## src/rtl/object_draw_engine.sv

```systemverilog
// Object draw engine: scans the selected object's rectangle and emits one VGA
// pixel write per clock, then pulses a one-hot done back to the sequencer.
module object_draw_engine #(
    parameter int             SCREEN_W      = 160,
    parameter int             SCREEN_H      = 120,
    parameter int             SPR_W         = 8,
    parameter int             SPR_H         = 8,
    parameter logic [2:0]     PLAYER_COLOUR = 3'b010,
    parameter logic [2:0]     ENEMY_COLOUR  = 3'b100
) (
    input  logic        clk,
    input  logic        reset,
    input  logic        draw_req,
    input  logic [3:0]  object_sel,
    input  logic [14:0] player_xy,
    input  logic [74:0] enemy_xy,
    output logic [14:0] rom_addr,
    input  logic [2:0]  rom_data,
    output logic [7:0]  x,
    output logic [6:0]  y,
    output logic [2:0]  colour,
    output logic        plot,
    output logic [8:0]  done
);

    localparam logic [2:0] S_IDLE  = 3'd0;
    localparam logic [2:0] S_LOAD  = 3'd1;
    localparam logic [2:0] S_SCAN  = 3'd2;
    localparam logic [2:0] S_FLUSH = 3'd3;
    localparam logic [2:0] S_DONE  = 3'd4;
    localparam logic [2:0] S_HOLD  = 3'd5;

    logic [2:0]  r_state;
    logic [3:0]  r_sel;
    logic [7:0]  r_ox;
    logic [6:0]  r_oy;
    logic [7:0]  r_wm1;
    logic [6:0]  r_hm1;
    logic [7:0]  r_cx;
    logic [6:0]  r_cy;
    logic [7:0]  r_x;
    logic [6:0]  r_y;
    logic [2:0]  r_colour;
    logic        r_plot;
    logic        r_rom;
    logic [8:0]  r_done;

    logic [14:0] w_xy;
    logic [8:0]  w_px;
    logic [7:0]  w_py;
    logic        w_inb;
    logic        w_last;
    logic        w_is_rom;
    logic [2:0]  w_colour;

    always_comb begin
        w_xy = '0;
        case (object_sel)
            4'd0:    w_xy = enemy_xy[14:0];
            4'd1:    w_xy = enemy_xy[29:15];
            4'd2:    w_xy = enemy_xy[44:30];
            4'd3:    w_xy = enemy_xy[59:45];
            4'd4:    w_xy = enemy_xy[74:60];
            4'd5:    w_xy = player_xy;
            default: w_xy = '0;
        endcase
    end

    // Widened sums so sprites near the right/bottom edge clip rather than wrap.
    assign w_px     = {1'b0, r_ox} + {1'b0, r_cx};
    assign w_py     = {1'b0, r_oy} + {1'b0, r_cy};
    assign w_inb    = (w_px < 9'(SCREEN_W)) && (w_py < 8'(SCREEN_H));
    assign w_last   = (r_cx == r_wm1) && (r_cy == r_hm1);
    assign w_is_rom = (r_sel == 4'd6) || (r_sel == 4'd7);

    always_comb begin
        w_colour = 3'b000;
        if (r_sel < 4'd5)
            w_colour = ENEMY_COLOUR;
        else if (r_sel == 4'd5)
            w_colour = PLAYER_COLOUR;
    end

    assign rom_addr = (r_state == S_SCAN && w_is_rom)
                    ? 15'(w_py) * 15'(SCREEN_W) + 15'(w_px)
                    : 15'd0;

    always_ff @(posedge clk) begin
        if (reset) begin
            r_state  <= S_IDLE;
            r_sel    <= '0;
            r_ox     <= '0;
            r_oy     <= '0;
            r_wm1    <= '0;
            r_hm1    <= '0;
            r_cx     <= '0;
            r_cy     <= '0;
            r_x      <= '0;
            r_y      <= '0;
            r_colour <= '0;
            r_plot   <= 1'b0;
            r_rom    <= 1'b0;
            r_done   <= '0;
        end else begin
            r_done <= '0;
            r_plot <= 1'b0;
            r_rom  <= 1'b0;
            case (r_state)
                S_IDLE: begin
                    if (draw_req)
                        r_state <= S_LOAD;
                end
                S_LOAD: begin
                    r_sel <= object_sel;
                    r_cx  <= '0;
                    r_cy  <= '0;
                    if (object_sel <= 4'd5) begin
                        r_ox    <= w_xy[14:7];
                        r_oy    <= w_xy[6:0];
                        r_wm1   <= 8'(SPR_W - 1);
                        r_hm1   <= 7'(SPR_H - 1);
                        r_state <= S_SCAN;
                    end else if (object_sel <= 4'd8) begin
                        r_ox    <= '0;
                        r_oy    <= '0;
                        r_wm1   <= 8'(SCREEN_W - 1);
                        r_hm1   <= 7'(SCREEN_H - 1);
                        r_state <= S_SCAN;
                    end else begin
                        r_state <= S_HOLD;
                    end
                end
                S_SCAN: begin
                    r_x      <= w_px[7:0];
                    r_y      <= w_py[6:0];
                    r_colour <= w_colour;
                    r_plot   <= w_inb;
                    r_rom    <= w_is_rom;
                    if (r_cx == r_wm1) begin
                        r_cx <= '0;
                        r_cy <= r_cy + 7'd1;
                    end else begin
                        r_cx <= r_cx + 8'd1;
                    end
                    if (w_last)
                        r_state <= S_FLUSH;
                end
                S_FLUSH: r_state <= S_DONE;
                S_DONE: begin
                    r_done  <= 9'd1 << r_sel;
                    r_state <= S_HOLD;
                end
                S_HOLD: begin
                    if (!draw_req)
                        r_state <= S_IDLE;
                end
                default: r_state <= S_IDLE;
            endcase
        end
    end

    // ROM images arrive one cycle after the address, aligned with stage 1.
    assign colour = r_rom ? rom_data : r_colour;
    assign x      = r_x;
    assign y      = r_y;
    assign plot   = r_plot;
    assign done   = r_done;

endmodule

```

## config.mk

```make
export PLATFORM = sky130hd
export DESIGN_NAME = object_draw_engine
export DESIGN_NICKNAME = d
export VERILOG_FILES = /design/src/rtl/object_draw_engine.sv
export SDC_FILE = /design/constraint.sdc
export NUM_CORES = 1
export LEC_CHECK = 0
export ABC_AREA = 1
export ABC_CLOCK_PERIOD_IN_PS = 4900
export BUFFER_PORTS_ARGS = -buffer_cell sky130_fd_sc_hd__clkbuf_2
export CAP_MARGIN = 10
export CORE_ASPECT_RATIO = 0.75
export CORE_UTILIZATION = 40
export CTS_BUF_LIST = sky130_fd_sc_hd__clkbuf_8
export DETAILED_ROUTE_END_ITERATION = 8
export MAX_ROUTING_LAYER = met4
export PLACE_DENSITY = 0.63
export REMOVE_ABC_BUFFERS = 1
export SETUP_SLACK_MARGIN = 0.15
export SKIP_LAST_GASP = 1
export SYNTH_ARGS = -nofsm -noshare
export SYNTH_HDL_FRONTEND = slang
export SYNTH_SLANG_ARGS = --single-unit
export TNS_END_PERCENT = 100
```

## constraint.sdc

```tcl
create_clock -name clk -period 4.9 [get_ports clk]
set_clock_uncertainty 0.2 [all_clocks]
set_input_delay 0.735 -clock clk [delete_from_list [all_inputs] [get_ports clk]]
set_output_delay 0.735 -clock clk [all_outputs]
set_load 0.02 [all_outputs]
```

==> impl_results.html <==
<table>
<tr><th>Metric</th><th>Value</th></tr>
<tr><th colspan="2">Outcome</th></tr>
<tr><td>Status</td><td>completed</td></tr>
<tr><th colspan="2">STA</th></tr>
<tr><td>Accumulated negative setup slack</td><td>0 ns</td></tr>
<tr><td>Worst-Margin Slew</td><td>about 0.73 ns</td></tr>
<tr><td>Final critical delay including setup and external delays</td><td>~4.5 ns</td></tr>
<tr><td>Worst rel slew slack</td><td>about half</td></tr>
<tr><td>Final clock period utilization by the worst path</td><td>between 90 and 100%</td></tr>
<tr><td>Final slew viol count</td><td>0</td></tr>
<tr><td>Unrepaired setup endpoints after global routing</td><td>no</td></tr>
<tr><td>Max Clk Rate</td><td>0.223 GHz</td></tr>
<tr><td>Count of endpoints failing setup in the final report</td><td>0</td></tr>
<tr><td>Endpoints failing hold</td><td>0</td></tr>
<tr><th colspan="2">Routing</th></tr>
<tr><td>Number of vias after detailed routing</td><td>5266</td></tr>
<tr><td>Via density per instance</td><td>5.02</td></tr>
<tr><td>Drc violations</td><td>0</td></tr>
<tr><td>Router iterations before antenna repair</td><td>4</td></tr>
<tr><td>Drt first-iter violations</td><td>about 280</td></tr>
<tr><td>WL per Instance</td><td>12.5 um</td></tr>
<tr><td>Final WL</td><td>13100 um</td></tr>
<tr><td>Antenna violation net count after detailed routing</td><td>0</td></tr>
<tr><th colspan="2">Clock network</th></tr>
<tr><td>Number of levels the H-tree was split into</td><td>3</td></tr>
<tr><td>Clock-pin slew reported for the worst setup and hold paths after clock tree synthesis</td><td>0.08 ns</td></tr>
<tr><td>Clock root buffer master</td><td>clkbuf_8</td></tr>
<tr><td>Worst-Skew Late Latency</td><td>0.36 ns</td></tr>
<tr><td>TritonCTS clock tree</td><td>built</td></tr>
<tr><td>Clk sink count</td><td>67</td></tr>
<tr><td>Num CTS Buffers</td><td>9</td></tr>
<tr><td>Buffer levels on the longest clock path</td><td>2</td></tr>
<tr><th colspan="2">Yosys</th></tr>
<tr><td>Biggest area consumer among synthesized cells</td><td>dfxtp_1</td></tr>
<tr><td>Mapped Area</td><td>slightly below 0.005 mm^2</td></tr>
<tr><td>Mean instance size in the synthesized netlist</td><td>between 6 and 7 um^2</td></tr>
<tr><td>Area share of the largest cell type after synthesis</td><td>between 20% and 30%</td></tr>
<tr><td>Largest cells by area after synthesis</td><td>dfxtp_1 27%, nand3_1 13%, nand2_1 11%</td></tr>
<tr><td>Synth unique cells</td><td>37</td></tr>
<tr><td>Fraction of the yosys area taken by sequential cells</td><td>27.4%</td></tr>
<tr><td>Total number of yosys warnings</td><td>0</td></tr>
<tr><td>Mapped Cells</td><td>~750</td></tr>
<tr><td>FF+latch count, synth</td><td>67</td></tr>
<tr><th colspan="2">Global routing</th></tr>
<tr><td>Wire length of the first global-routing pass</td><td>approximately 23000 um</td></tr>
<tr><td>Overall global routing resource usage</td><td>22.8%</td></tr>
<tr><td>Maximum number of pins on one net before global-route repair</td><td>47</td></tr>
<tr><td>Overflow after GRT</td><td>0</td></tr>
<tr><td>Vias in the first global route</td><td>about 5000</td></tr>
<tr><td>Initial antenna violation count</td><td>0</td></tr>
<tr><th colspan="2">Die</th></tr>
<tr><td>Effective utilization at floorplan</td><td>41.7%</td></tr>
<tr><td>Cell row count</td><td>34</td></tr>
<tr><td>Area of the die</td><td>~0.013 mm^2</td></tr>
<tr><td>Die Width</td><td>130 um</td></tr>
<tr><td>Placeable Area</td><td>about 0.012 mm^2</td></tr>
<tr><td>Overall die height</td><td>a little under 100 um</td></tr>
<tr><td>I/O pins</td><td>143</td></tr>
<tr><th colspan="2">Worst setup path</th></tr>
<tr><td>Req. time, crit path</td><td>between 3 and 4 ns</td></tr>
<tr><td>Data arrival, critical path</td><td>3.56 ns</td></tr>
<tr><td>Critical Setup Path Class</td><td>register to output pin</td></tr>
<tr><td>Largest fanout on the critical path</td><td>8</td></tr>
<tr><td>Critical path launch point type</td><td>register</td></tr>
<tr><td>CP endpoint kind</td><td>output pin</td></tr>
<tr><th colspan="2">Job</th></tr>
<tr><td># Max-Cap Violations</td><td>0</td></tr>
<tr><th colspan="2">Place</th></tr>
<tr><td>Placed cell areas</td><td>approximately 0.0057 mm^2</td></tr>
<tr><td>Instance count after placement with tap cells included</td><td>about 1000</td></tr>
<tr><td>Post-detailed-placement half-perimeter wirelength</td><td>10100 um</td></tr>
<tr><td>Final Wtd Congestion</td><td>about 0.88</td></tr>
<tr><td>Buffers on Ports</td><td>approximately 140</td></tr>
<tr><th colspan="2">Finish</th></tr>
<tr><td>Count of placed standard cells in the final layout, fillers left out</td><td>between 1000 and 1500</td></tr>
<tr><td>Commonest cells after routing, fill and taps aside</td><td>142 x clkbuf_2, 139 x nand2_1, 130 x nand3_1</td></tr>
<tr><td>Post-route cell area</td><td>0.00599 mm^2</td></tr>
<tr><td>Final-stage net count</td><td>~1000</td></tr>
<tr><td>Area growth from synthesis to layout</td><td>22.4%</td></tr>
<tr><td>N_diodes</td><td>0</td></tr>
<tr><td>Share of layout cells above drive strength 1</td><td>approximately 22%</td></tr>
<tr><td>Commonest non-fill, non-tap cell in the layout</td><td>clkbuf_2</td></tr>
<tr><th colspan="2">Pwr</th></tr>
<tr><td>Standby leakage power</td><td>roughly 3.0 nW</td></tr>
<tr><td>Worst vdd rail ir drop</td><td>roughly 170 uV</td></tr>
<tr><td>Tot Pwr</td><td>~1.7 mW</td></tr>
<tr><td>Power density over the cells</td><td>between 200 and 300 mW/mm^2</td></tr>
<tr><th colspan="2">Min path</th></tr>
<tr><td>Tightest Hold Check Type</td><td>register to register</td></tr>
</table>
-- path summary, 6_finish.rpt --
check | from | to | slack, ns | cells past startpoint
setup / recovery | r_cy[0] | rom_addr[14] | 0.41 | 18
hold / removal | r_sel[2] | done[8] | 0.23 | 1
setup reg to reg | r_cy[0] | plot | 2.62 | 12
hold reg to reg | r_sel[2] | done[8] | 0.23 | 1
-- critical path: stages (launching register included) --
cell and delay [ns]:
dfxtp_4 0.39, ha_1 0.16, inv_1 0.05, fa_1 0.42, xnor2_2 0.28, ha_1 0.21, ha_1 0.19, inv_1 0.06
fa_1 0.49, nor2_2 0.15, nand3_1 0.09, nand3_2 0.11, nand2_1 0.06, nor2_1 0.12, nand3_1 0.08, nand2_1 0.06
inv_1 0.03, nor2_1 0.08, clkbuf_2 0.17
-- timing repair --
item | in CTS | in global routing
setup buffers | 1 | 0
resized for setup | 1 | 14
endpoints found under the hold margin | 0 | 0
hold buffers | 0 | 0
setup endpoints to repair | 3 | 5
pin swaps | 1 | 1
-- layer usage --
metal  GRT usage [%]  share of wire (%)  up-vias
li1                -                  -     2757
met1            28.4                 48     2420
met2            38.0                 48       75
met3            4.22                2.8       14
met4            5.28               0.91        0
met5               -                  0        -
-- synthesized netlist by cell type --
cell type	number
dfxtp_1	67
nand2_1	140
xor2_1	12
nand3_2	2
nand3_1	131
o31ai_1	1
mux2_2	2
clkbuf_1	13
o22ai_1	1
o211ai_1	20
o21a_1	2
a211oi_4	1
buf_4	1
inv_2	4
buf_2	14
and2_1	3
inv_1	101
ha_1	29
or2_2	2
buf_6	1
nand2_4	1
nor3_4	1
nor2_2	1
o21ai_1	14
nor2_4	2
nor2_1	58
nor4_1	1
a21boi_2	1
a31oi_1	1
nand3b_1	7
o21bai_1	2
a21oi_1	66
o21ai_0	25
nor3_1	9
fa_1	4
nand4_1	9
xnor2_1	3
-- registers in the layout (all words and copies together) (netlist names), 2 cells and up --
| name | count |
|---|---|
| r_colour | 2 |
| r_sel | 4 |
| r_oy | 7 |
| r_wm1 | 2 |
| r_state | 3 |
| r_cy | 7 |
| x | 8 |
| r_ox | 8 |
| r_cx | 8 |
| y | 7 |
| done | 9 |
-- metrics by stage --
step           util, %  setup WS [ns]  hold slack [ns]
6_report          51.0          0.407            0.225
2_1_floorplan        -          0.716            0.197
5_1_grt           51.0          0.135            0.237
4_1_cts           50.6          0.173            0.226
3_5_place_dp      48.7          0.444            0.213
3_3_place_gp      48.7          0.561            0.214
-- cell families after synthesis --
| group | share of synthesized area (%) |
|---|---|
| AND/OR/NAND/NOR | 34.1 |
| flip-flops | 27.4 |
| buffers and inverters | 10.9 |
| adder cells (fa/ha/maj) | 9.05 |
| multiplexers | 0.460 |
| AO/OA/AOI/OAI | 15.5 |
| XOR/XNOR | 2.68 |
-- area by class of cell --
type	count	area, um^2
Clock buffer	9	124
Multi-Input combinational cell	551	3070
Sequential cell	67	1350
Inverter	105	394
Clock inverter	7	82.6
Tap cell	162	203
Timing Repair Buffer	149	763
Fill cell	1247	5750
-- report_power, final --
part           leakage (nW)  total (mW)  internal (mW)  switching, mW
sequential            0.544       0.655          0.606         0.0490
clock                0.0988       0.491          0.244          0.247
combinational          2.32       0.509          0.166          0.344
No activity file was read; power rests on OpenSTA's default activity.
